File: config.mk
export PLATFORM = sky130hd
export DESIGN_NAME = alarm_tone_detector
export DESIGN_NICKNAME = d
export VERILOG_FILES = /design/src/rtl/alarm_pkg.sv /design/src/rtl/pwm_deglitch.sv /design/src/rtl/alarm_tone_detector.sv
export SDC_FILE = /design/constraint.sdc
export NUM_CORES = 1
export LEC_CHECK = 0
export BUFFER_PORTS_ARGS = -buffer_cell sky130_fd_sc_hd__buf_2
export CAP_MARGIN = 10
export CORE_ASPECT_RATIO = 1.5
export CORE_MARGIN = 2
export CORE_UTILIZATION = 65
export CTS_BUF_LIST = sky130_fd_sc_hd__clkbuf_8
export DETAILED_ROUTE_END_ITERATION = 6
export GPL_TIMING_DRIVEN = 0
export PLACE_DENSITY = 0.85
export SYNTH_ARGS = -nofsm -noshare
export SYNTH_HDL_FRONTEND = slang
export SYNTH_SLANG_ARGS = --single-unit
export TNS_END_PERCENT = 5
File: constraint.sdc
create_clock -name clk -period 11 [get_ports clk]
set_input_delay 1.1 -clock clk [delete_from_list [all_inputs] [get_ports clk]]
set_output_delay 1.1 -clock clk [all_outputs]
set_load 0.05 [all_outputs]
File: src/rtl/alarm_pkg.sv
// ---------------------------------------------------------------------------
// alarm_pkg
// Shared definitions for the alarm sound path. The PWM generator on the
// transmit side and the tone detector on the receive side both pull their
// nominal period/tolerance numbers from here so the two never drift apart.
//
// Contents:
//   alarm_state_e         detector FSM states (SEARCH / MEASURE / LOCKED)
//   ALARM_NOMINAL_PERIOD  generator period in clk cycles (65536)
//   ALARM_NOMINAL_HIGH    generator high time in clk cycles (32768)
//   ALARM_*               default detector window, tolerance and timing
// ---------------------------------------------------------------------------
package alarm_pkg;

    typedef enum logic [1:0] {
        SEARCH  = 2'd0,
        MEASURE = 2'd1,
        LOCKED  = 2'd2
    } alarm_state_e;

    localparam int ALARM_NOMINAL_PERIOD = 65536;
    localparam int ALARM_NOMINAL_HIGH   = 32768;

    localparam int ALARM_CNT_W       = 18;
    localparam int ALARM_MIN_PERIOD  = 60000;
    localparam int ALARM_MAX_PERIOD  = 70000;
    localparam int ALARM_DUTY_TOL    = 2048;
    localparam int ALARM_LOCK_CYCLES = 4;
    localparam int ALARM_TIMEOUT     = 100000;
    localparam int ALARM_GLITCH_LEN  = 4;

endpackage

File: src/rtl/pwm_deglitch.sv
// ---------------------------------------------------------------------------
// pwm_deglitch
// Stability filter for an already-synchronized single-bit input. The output
// only follows the input once the input has held a new value for GLITCH_LEN
// consecutive clocks, so pulses shorter than GLITCH_LEN never reach the
// output. Both edges are delayed by the same amount, which keeps measured
// high times unchanged.
//
// The whole module is only compiled when ALARM_DET_DEGLITCH_EN is defined,
// because the detector instantiates it only in that build.
//
// Ports:
//   clk    in  1  system clock
//   rst_n  in  1  asynchronous active-low reset (output starts low)
//   in     in  1  synchronized input
//   out    out 1  filtered output
// Parameters:
//   GLITCH_LEN    consecutive stable cycles required before out changes
// ---------------------------------------------------------------------------
`ifdef ALARM_DET_DEGLITCH_EN
module pwm_deglitch #(
    parameter int GLITCH_LEN = 4
) (
    input  logic clk,
    input  logic rst_n,
    input  logic in,
    output logic out
);

    localparam int CW = (GLITCH_LEN > 1) ? $clog2(GLITCH_LEN) : 1;
    localparam logic [CW-1:0] STABLE_LAST = CW'(GLITCH_LEN - 1);

    logic [CW-1:0] stable_cnt;

    // Count how long the input has disagreed with the current output.
    // Any return to agreement restarts the count, so a short pulse is
    // simply forgotten. The output flips on the GLITCH_LEN-th disagreeing
    // cycle.
    always_ff @(posedge clk or negedge rst_n) begin
        if (!rst_n) begin
            out        <= 1'b0;
            stable_cnt <= '0;
        end else if (in != out) begin
            if (stable_cnt == STABLE_LAST) begin
                out        <= in;
                stable_cnt <= '0;
            end else begin
                stable_cnt <= stable_cnt + 1'b1;
            end
        end else begin
            stable_cnt <= '0;
        end
    end

endmodule
`endif

File: src/rtl/alarm_tone_detector.sv
// ---------------------------------------------------------------------------
// alarm_tone_detector
// Receive side of the alarm sound path. Samples the looped-back alarm square
// wave, measures period (rise to rise) and high time of every cycle, and
// asserts alarm_detected once LOCK_CYCLES consecutive cycles land inside the
// period window with close to 50% duty.
//
// Ports:
//   clk             in  1      system clock, everything on posedge
//   rst_n           in  1      asynchronous active-low reset
//   pwm_in          in  1      asynchronous square-wave input
//   alarm_detected  out 1      valid alarm tone locked
//   period_out      out CNT_W  last measured period in clk cycles
//   high_out        out CNT_W  high cycles within that period
//   meas_valid      out 1      one-cycle pulse when period_out/high_out update
//
// Build option:
//   ALARM_DET_DEGLITCH_EN  inserts pwm_deglitch after the synchronizer, so
//                          pulses shorter than GLITCH_LEN are ignored and
//                          edge latency grows from 2 to 2+GLITCH_LEN clocks.
// ---------------------------------------------------------------------------
module alarm_tone_detector
    import alarm_pkg::*;
#(
    parameter int CNT_W       = ALARM_CNT_W,
    parameter int MIN_PERIOD  = ALARM_MIN_PERIOD,
    parameter int MAX_PERIOD  = ALARM_MAX_PERIOD,
    parameter int DUTY_TOL    = ALARM_DUTY_TOL,
    parameter int LOCK_CYCLES = ALARM_LOCK_CYCLES,
    parameter int TIMEOUT     = ALARM_TIMEOUT,
    parameter int GLITCH_LEN  = ALARM_GLITCH_LEN
) (
    input  logic             clk,
    input  logic             rst_n,
    input  logic             pwm_in,
    output logic             alarm_detected,
    output logic [CNT_W-1:0] period_out,
    output logic [CNT_W-1:0] high_out,
    output logic             meas_valid
);

    localparam logic [CNT_W-1:0] CNT_MAX     = '1;
    localparam logic [CNT_W-1:0] MIN_P       = CNT_W'(MIN_PERIOD);
    localparam logic [CNT_W-1:0] MAX_P       = CNT_W'(MAX_PERIOD);
    localparam logic [CNT_W-1:0] TIMEOUT_CNT = CNT_W'(TIMEOUT);
    localparam logic signed [CNT_W+1:0] DUTY_LIM = (CNT_W+2)'(2 * DUTY_TOL);
    localparam int MATCH_W = $clog2(LOCK_CYCLES + 1);
    localparam logic [MATCH_W-1:0] LOCK_LAST = MATCH_W'(LOCK_CYCLES - 1);

    logic                    sync_ff1;
    logic                    sync_ff2;
    logic                    s;
    logic                    s_prev;
    logic                    rise;
    logic [CNT_W-1:0]        per_cnt;
    logic [CNT_W-1:0]        hi_cnt;
    logic [CNT_W-1:0]        meas_period;
    logic signed [CNT_W+1:0] duty_diff;
    logic signed [CNT_W+1:0] duty_abs;
    logic                    qualify;
    logic                    timeout;
    logic [MATCH_W-1:0]      match_cnt;
    alarm_state_e            state;

    // Two-flop synchronizer; pwm_in has no relationship to clk.
    always_ff @(posedge clk or negedge rst_n) begin
        if (!rst_n) begin
            sync_ff1 <= 1'b0;
            sync_ff2 <= 1'b0;
        end else begin
            sync_ff1 <= pwm_in;
            sync_ff2 <= sync_ff1;
        end
    end

`ifdef ALARM_DET_DEGLITCH_EN
    pwm_deglitch #(
        .GLITCH_LEN (GLITCH_LEN)
    ) u_deglitch (
        .clk   (clk),
        .rst_n (rst_n),
        .in    (sync_ff2),
        .out   (s)
    );
`else
    assign s = sync_ff2;
`endif

    // Previous sample of the (possibly filtered) input for rise detection.
    always_ff @(posedge clk or negedge rst_n) begin
        if (!rst_n) begin
            s_prev <= 1'b0;
        end else begin
            s_prev <= s;
        end
    end

    assign rise = s & ~s_prev;

    // Free-running measurement counters, restarted by every rise. per_cnt
    // lands at 0 on the rise, so the period seen at the next rise is
    // per_cnt+1. hi_cnt lands at 1 because the rise cycle itself is high.
    // Both saturate so a dead input cannot wrap back into the window.
    always_ff @(posedge clk or negedge rst_n) begin
        if (!rst_n) begin
            per_cnt <= '0;
            hi_cnt  <= '0;
        end else if (rise) begin
            per_cnt <= '0;
            hi_cnt  <= CNT_W'(1);
        end else begin
            if (per_cnt != CNT_MAX) begin
                per_cnt <= per_cnt + 1'b1;
            end
            if (s && (hi_cnt != CNT_MAX)) begin
                hi_cnt <= hi_cnt + 1'b1;
            end
        end
    end

    // Duty check works on |2*high - period| so no division is needed. The
    // two extra bits hold the sign and the doubled high time.
    assign meas_period = (per_cnt == CNT_MAX) ? CNT_MAX : per_cnt + 1'b1;
    assign duty_diff   = $signed({1'b0, hi_cnt, 1'b0}) - $signed({2'b00, meas_period});
    assign duty_abs    = duty_diff[CNT_W+1] ? -duty_diff : duty_diff;
    assign qualify     = (meas_period >= MIN_P) && (meas_period <= MAX_P) &&
                         (duty_abs <= DUTY_LIM);
    assign timeout     = (per_cnt >= TIMEOUT_CNT);

    // Lock FSM with registered outputs. A rise always takes priority over
    // the timeout, so a period of exactly TIMEOUT+1 is still measured.
    // SEARCH only arms the measurement: the first rise has no earlier rise
    // to measure against, so nothing is captured there.
    always_ff @(posedge clk or negedge rst_n) begin
        if (!rst_n) begin
            state          <= SEARCH;
            match_cnt      <= '0;
            period_out     <= '0;
            high_out       <= '0;
            meas_valid     <= 1'b0;
            alarm_detected <= 1'b0;
        end else begin
            meas_valid <= 1'b0;
            case (state)
                SEARCH: begin
                    if (rise) begin
                        state     <= MEASURE;
                        match_cnt <= '0;
                    end
                end
                MEASURE: begin
                    if (rise) begin
                        period_out <= meas_period;
                        high_out   <= hi_cnt;
                        meas_valid <= 1'b1;
                        if (qualify) begin
                            if (match_cnt == LOCK_LAST) begin
                                state          <= LOCKED;
                                alarm_detected <= 1'b1;
                                match_cnt      <= '0;
                            end else begin
                                match_cnt <= match_cnt + 1'b1;
                            end
                        end else begin
                            match_cnt <= '0;
                        end
                    end else if (timeout) begin
                        state          <= SEARCH;
                        match_cnt      <= '0;
                        alarm_detected <= 1'b0;
                    end
                end
                LOCKED: begin
                    if (rise) begin
                        period_out <= meas_period;
                        high_out   <= hi_cnt;
                        meas_valid <= 1'b1;
                        if (!qualify) begin
                            state          <= MEASURE;
                            match_cnt      <= '0;
                            alarm_detected <= 1'b0;
                        end
                    end else if (timeout) begin
                        state          <= SEARCH;
                        match_cnt      <= '0;
                        alarm_detected <= 1'b0;
                    end
                end
                default: begin
                    state          <= SEARCH;
                    match_cnt      <= '0;
                    alarm_detected <= 1'b0;
                end
            endcase
        end
    end

endmodule

; Word-level counts from Yosys, hierarchy flattened
; Cells that the tools add are included.
[totals]
elab_cells = 75
in_bits = 3
regBits = 82
out_inout_bits = 38
[classes]
magnitude_cmp = 4
n_eq_ne = 10
addsub = 5
n_bitwise = 3
n_reduce_logical = 11
mux = 31
[ops]
columns = cell, n
row1 = two-way mux 18 bit, 5
row2 = "adder 18 x 1 -> 18 bit, second input constant", 2
row3 = "!= test 18 bit, second input constant", 2
row4 = two-way mux 3 bit, 7
row5 = "less-or-equal comparator 20 x 14 -> 1 bit, second input constant", 1
row6 = two-way mux 20 bit, 1
row7 = negation 20 bit, 1
row8 = subtractor 19 x 18 -> 20 bit, 1
row9 = "== test 18 bit, second input constant", 1
row10 = "greater-or-equal comparator 18 x 16 -> 1 bit, second input constant", 1
row11 = "greater-or-equal comparator 18 x 17 -> 1 bit, second input constant", 1
row12 = "less-or-equal comparator 18 x 17 -> 1 bit, second input constant", 1
row13 = two-way mux 2 bit, 7
row14 = "!= test 3 bit, second input constant", 3
row15 = one-hot mux 3 bit (3 select lines), 1
row16 = two-way mux 1 bit, 8
row17 = AND reduction 4 bit, 2
row18 = one-hot mux 2 bit (3 select lines), 1
row19 = AND reduction 2 bit, 2
row20 = nonzero test 2 bit, 2
row21 = "adder 3 x 1 -> 3 bit, second input constant", 1
row22 = "== test 3 x 2 -> 1 bit, second input constant", 1
row23 = logical AND 1 bit, 3
row24 = one-hot mux 1 bit (3 select lines), 1
row25 = 7 further kinds, 8

; Depth between registers and ports, before layout
[logic_depth]
word_depth = 10
mapped_depth = 24
mapped_depth_nobuf = 20

; Worst setup path before layout
; OpenSTA, ideal clock, no wires.
[synth_path]
path_kind = register -> register
start = register per_cnt[0]
end = register state[0]
t_arrival_ns = 5.070
synth_period_minus_slack_ns = 5.204
path_slack_ns = 5.796
path_buffers = 4
setup_ns = 0.134
path_stages_with_launch = 24
t_required_ns = 10.866
path_cell_list = dfrtp_1 -> ha_1 -> buf_4 -> nand4_1 -> nor2_1 -> and2_1 -> clkbuf_1 -> buf_2 -> nor2_1 -> xor2_1 -> ha_1 -> clkbuf_1 -> nand2_1 -> a31oi_2 -> o211ai_2 -> o311ai_0 -> xor2_1 -> nor4b_4 -> nand2_2 -> o41ai_4 -> a2bb2oi_4 -> a41oi_2 -> o41ai_1 -> o21ai_1
[synth_between]
elab_chain_len = 9
elab_cells_between_ends = 19
cone_classes = add/sub: 3 / order compare: 4 / eq/ne: 3 / mux: 6 / reduce/logical: 3
[synth_rtl]
columns = item, line_no
row1 = "start, declared", alarm_tone_detector.sv:55  ; logic [CNT_W-1:0] per_cnt;
row2 = "start signal, assigned", alarm_tone_detector.sv:113  ; per_cnt <= per_cnt + 1'b1;
row3 = adder 18 x 1 -> 18 bit / == test 18 bit (equally long branches), alarm_tone_detector.sv:123  ; assign meas_period = (per_cnt == CNT_MAX) ? CNT_MAX : per_cnt + 1'b1;
row4 = two-way mux 18 bit, alarm_tone_detector.sv:123
row5 = subtractor 19 x 18 -> 20 bit, alarm_tone_detector.sv:124  ; assign duty_diff = $signed({1'b0, hi_cnt, 1'b0}) - $signed({2'b00, meas_period});
row6 = negation 20 bit, alarm_tone_detector.sv:125  ; assign duty_abs = duty_diff[CNT_W+1] ? -duty_diff : duty_diff;
row7 = two-way mux 20 bit, alarm_tone_detector.sv:125
row8 = less-or-equal comparator 20 x 14 -> 1 bit, alarm_tone_detector.sv:127  ; (duty_abs <= DUTY_LIM);
row9 = logical AND 1 bit, alarm_tone_detector.sv:126  ; assign qualify = (meas_period >= MIN_P) && (meas_period <= MAX_P) &&
row10 = != test 3 bit (no line), -
row11 = AND reduction 4 bit (no line), -
row12 = "end signal, assigned", alarm_tone_detector.sv:136  ; state <= SEARCH;
row13 = "end signal, assigned", alarm_tone_detector.sv:147  ; state <= MEASURE;
row14 = "end signal, assigned", alarm_tone_detector.sv:158  ; state <= LOCKED;
row15 = "end, declared", alarm_tone_detector.sv:63  ; alarm_state_e state;
; Parallel ways exist; a longest one is shown, timed or not.
; A chain may end at the register's enable or synchronous reset.

; Final worst setup path
; Ends and elaborated chain as after synthesis.

==> results list <==
* Switching power: 0.686 mW
* Setup TNS: 0 ns
- Summing all flip-flop and latch instances after layout gives ~0.0021 mm².
* Number of library cell types mapped by synthesis: 89
- Of the total power, the share spent switching nets is 0.466.
- The core region is 0.00915 mm².
- After clock tree synthesis, the clock-pin slew on the worst setup and hold paths is ~0.090 ns.
- Post-synthesis register bit count: between 80 and 90
* Total standard cell area after synthesis: 0.00603 mm²
- Cell breakdown of the critical path: inv_1, nor3_1, nor3b_2, xnor2_1, and2_1, ha_1, clkbuf_1, and4_1, and3_1, a221o_1, a41oi_1, o31ai_1, clkbuf_1, a21oi_1, xnor2_1, nand3_1, o41ai_4, a41oi_2, o41ai_1, o21ai_1
- The die covers just over 0.01 mm².
* Syn Nets: slightly above 700
- The run finished with clean final reports.
- Power per cell area: 222 mW/mm²
- Cell at the slowest stage of the critical path: sky130_fd_sc_hd__nor3_1
* Placed cell areas: 0.00641 mm²
- Share of post-route cells with drive strength above 1: 0.162
- Internal Pwr Total: between 0.7 and 0.8 mW
* RSZ-0062 raised after global routing: false
* Iteration-0 DRC count of the detailed router: slightly below 300
- Worst slew margin relative to its limit: 0.441
* Antenna-violating nets left: 0
- Slew at the pin closest to its max-slew limit: ~0.83 ns
* Average instance area after synthesis: slightly below 9 µm²
- Count of filler cells inserted in the layout: roughly 710
* Maximum clock rate: 0.151 GHz
- Via count: 5404
- Compared with the post-synthesis result, the final layout area differs by 10.0%.
- Maximum clock path buffer count: 2
* Leading cell types in the layout, fill and taps excluded: 82 x sky130_fd_sc_hd__dfrtp_1, 80 x sky130_fd_sc_hd__nor2_1, 62 x sky130_fd_sc_hd__nand2_1
- Port Buf Inserts: 40
- The worst setup path is of the reg -> reg kind.
- The share of the Yosys chip area taken by registers is 0.340.
- Count of warnings emitted by yosys: 0
* Final critical-path setup slack: roughly 4.4 ns
- Most congested layer reported by global routing: met2
* GR Layer Usage met1: 0.389
- Core Util, Final: 0.726
- Of the total power, registers draw 0.231.
- The repair_antennas step left the layout with diodes totalling 0.
- From bottom edge to top edge, the die measures 122 µm.
* Gate count after technology mapping: between 600 and 700
- The first global-routing pass estimated between 20000 and 30000 µm of wire.
- Dividing the detail-routed wire length by the instance count gives between 15 and 20 µm.
- Via density per instance: between 6 and 7
* Clock tree skew after final layout: around 0.011 ns
- For this design the top-level I/O count stands at 41.
- STA classifies the critical path endpoint as a flop.
* Share of power burned in combinational logic: 0.603
- Total iterations of the first detailed-routing run: 6
* Starting density of the core: 0.660
* Highest ir drop seen on vdd: roughly 200 µV
- Grt met2 use: 0.586
- Of all nets on the critical path, the largest fanout is 10.
* HPWL after DPL: 12300 µm
* Dpl cells: about 830
* Most common library cell in the layout ignoring fill and taps: sky130_fd_sc_hd__dfrtp_1
* Count of placed standard cells in the final layout, fillers left out: between 800 and 900
- After synthesis, the share of flip-flops with an asynchronous set or reset is 1.00.
* Hold/Removal Path Class: reg -> reg
* Clk_lat worst skew: 0.36 ns
- Total wire length: 16000 µm
- Leftover overflow at the end of global routing: 0
- The clock period could shrink to ~6.6 ns.
- The via count of the first global-routing pass came to 5275.
- The number of clock buffers added by TritonCTS is 9.
- Clock sink count: 82
- In this run the post-CTS setup repair buffer count came out at 0.
- The number of hold buffers added after CTS was 0.
- The number of antenna violations at the first check in global routing came to 0.
* Number of flops mapped to enable cells by yosys: 0
- Of the total power, the clock network draws 0.166.
- Entering global routing, the biggest net connects 53 pins.
* Number of slew-limit violations in the final report: 0
* Biggest cell delay along the critical path: 0.70 ns
- Final setup violation count: 0
* RD Place Congestion: 0.922
* Met3 track demand over resource in global routing: 0.0474
* Quantity of gates resized following cts: 0
- From left edge to right edge, the die measures roughly 83 µm.
- Before CTS, the worst setup slack after placement is 4.66 ns.
- STA puts the critical path data required time at around 11 ns.
- Number of H-tree levels: 3
* Part of the cycle the worst path needs: 0.600
- After detailed routing, the number of remaining DRC violations is 0.
- TritonCTS built the clock tree.
- Final #Nets: 758
- Multi-input gate area: between 0.003 and 0.004 mm²
* Number of maximum-capacitance constraint violations: 0
- STA classifies the critical path startpoint as a flop.
* Arrival time at the worst endpoint: around 6.8 ns
- Clock Tree Root: sky130_fd_sc_hd__clkbuf_8
- In this run the static leakage power is 3.09 nW.
- The number of endpoints with negative hold slack in the final report came to 0.
- Number of cell rows: 43
* Most frequently used flop master after synthesis: sky130_fd_sc_hd__dfrtp_1
- Across every metal layer, demand over resource in global routing totals 0.335.
* Post-Layout Inst Area: about 0.0066 mm²
per-stage QoR:
step                      hold slack, ns  total power [mW]
after CTS                          0.370              1.46
final                              0.367              1.47
after global placement             0.337              1.18
after floorplan                    0.331              1.04
after detailed placement           0.358              1.21
after global routing               0.377              1.55
metal layers:
metal  vias to the layer above  wire [µm]
li1                       2553          -
met3                        51        765
met5                         -          0
met2                       210       8280
met1                      2590       6250
met4                         0        707
Yosys cell counts, drive strengths merged, types with 5 or more instances:
cell    instances  area, µm²
o31ai           6       50.1
a31oi           7       65.1
xnor2          32        344
xor2           27        236
ha             24        300
dfrtp          82       2050
mux2i           6       60.1
mux2           16        180
o211ai          6       50.1
and3           12       75.1
nand2b         10       62.6
inv            18       67.6
nor4            5       58.8
nor3           21        110
o21a            6       45.0
nor2           80        300
and2           10       62.6
o21ai          47        250
nand3          30        160
clkbuf         22       82.6
nand4          22        138
nor2b           7       43.8
buf            14       83.8
a211oi          6       50.1
a21oi          24        124
nand2          64        245
a21o            7       52.6
cell type report:
cell class                 instances  area share
multi-input combinational        542       0.565
sequential                        82       0.309
timing repair buffer              42      0.0354
buffer                            36      0.0251
tap                              112      0.0211
clock buffer                      10      0.0207
clock inverter                     6      0.0136
inverter                          18      0.0102
critical path: cells and delay by family, from the launching register on:
| family | cells | cell delay (ns) |
|---|---|---|
| adders and majority gates | 1 | 0.29 |
| buffers and inverters | 3 | 0.94 |
| AOI/OAI and AO/OA | 8 | 2.16 |
| xor gates and xnor gates | 2 | 0.34 |
| DFF | 1 | 0.53 |
| and+or+nand+nor | 6 | 2.19 |
registers in the layout, indices dropped and copies added, names as in the netlist, 2 cells and up:
name,flops
high_out,18
state,2
per_cnt,18
period_out,18
hi_cnt,18
match_cnt,3
power by group through the flow:
stage | Sequential (mW) | Clock, mW | Combinational, mW
after global placement | 0.344 | 0 | 0.831
after CTS | 0.340 | 0.247 | 0.869
final | 0.340 | 0.244 | 0.888
after global routing | 0.342 | 0.257 | 0.950
after detailed placement | 0.346 | 0 | 0.866
after floorplan | 0.386 | 0 | 0.653
final timing paths:
| path | from | endpoint | slack [ns] | cells after the start |
|---|---|---|---|---|
| setup / recovery | per_cnt[0]$_DFFE_PN0P_ | state[0]$_DFFE_PN0P_ | 4.40 | 20 |
| hold / removal | sync_ff1$_DFF_PN0_ | s$_DFF_PN0_ | 0.37 | 0 |
| setup reg to reg | per_cnt[0]$_DFFE_PN0P_ | state[0]$_DFFE_PN0P_ | 4.40 | 20 |
| hold reg to reg | sync_ff1$_DFF_PN0_ | s$_DFF_PN0_ | 0.37 | 0 |
| max in group asynchronous | rst_n | alarm_detected$_DFFE_PN0P_ | 9.74 | 2 |
| min in group asynchronous | rst_n | high_out[6]$_DFFE_PN0P_ | 0.67 | 1 |
cells by family (layout without fill, tap and decap cells):
family	count (synthesis)	count (layout)	synth area share
compound gates	156	156	0.197
xor+xnor	59	59	0.0962
fa+ha+maj	25	25	0.0516
buf+inv	54	112	0.0388
flops	82	82	0.340
mux	22	22	0.0398
simple gates	280	280	0.237
Note: power is estimated with default switching activity, not from simulation.
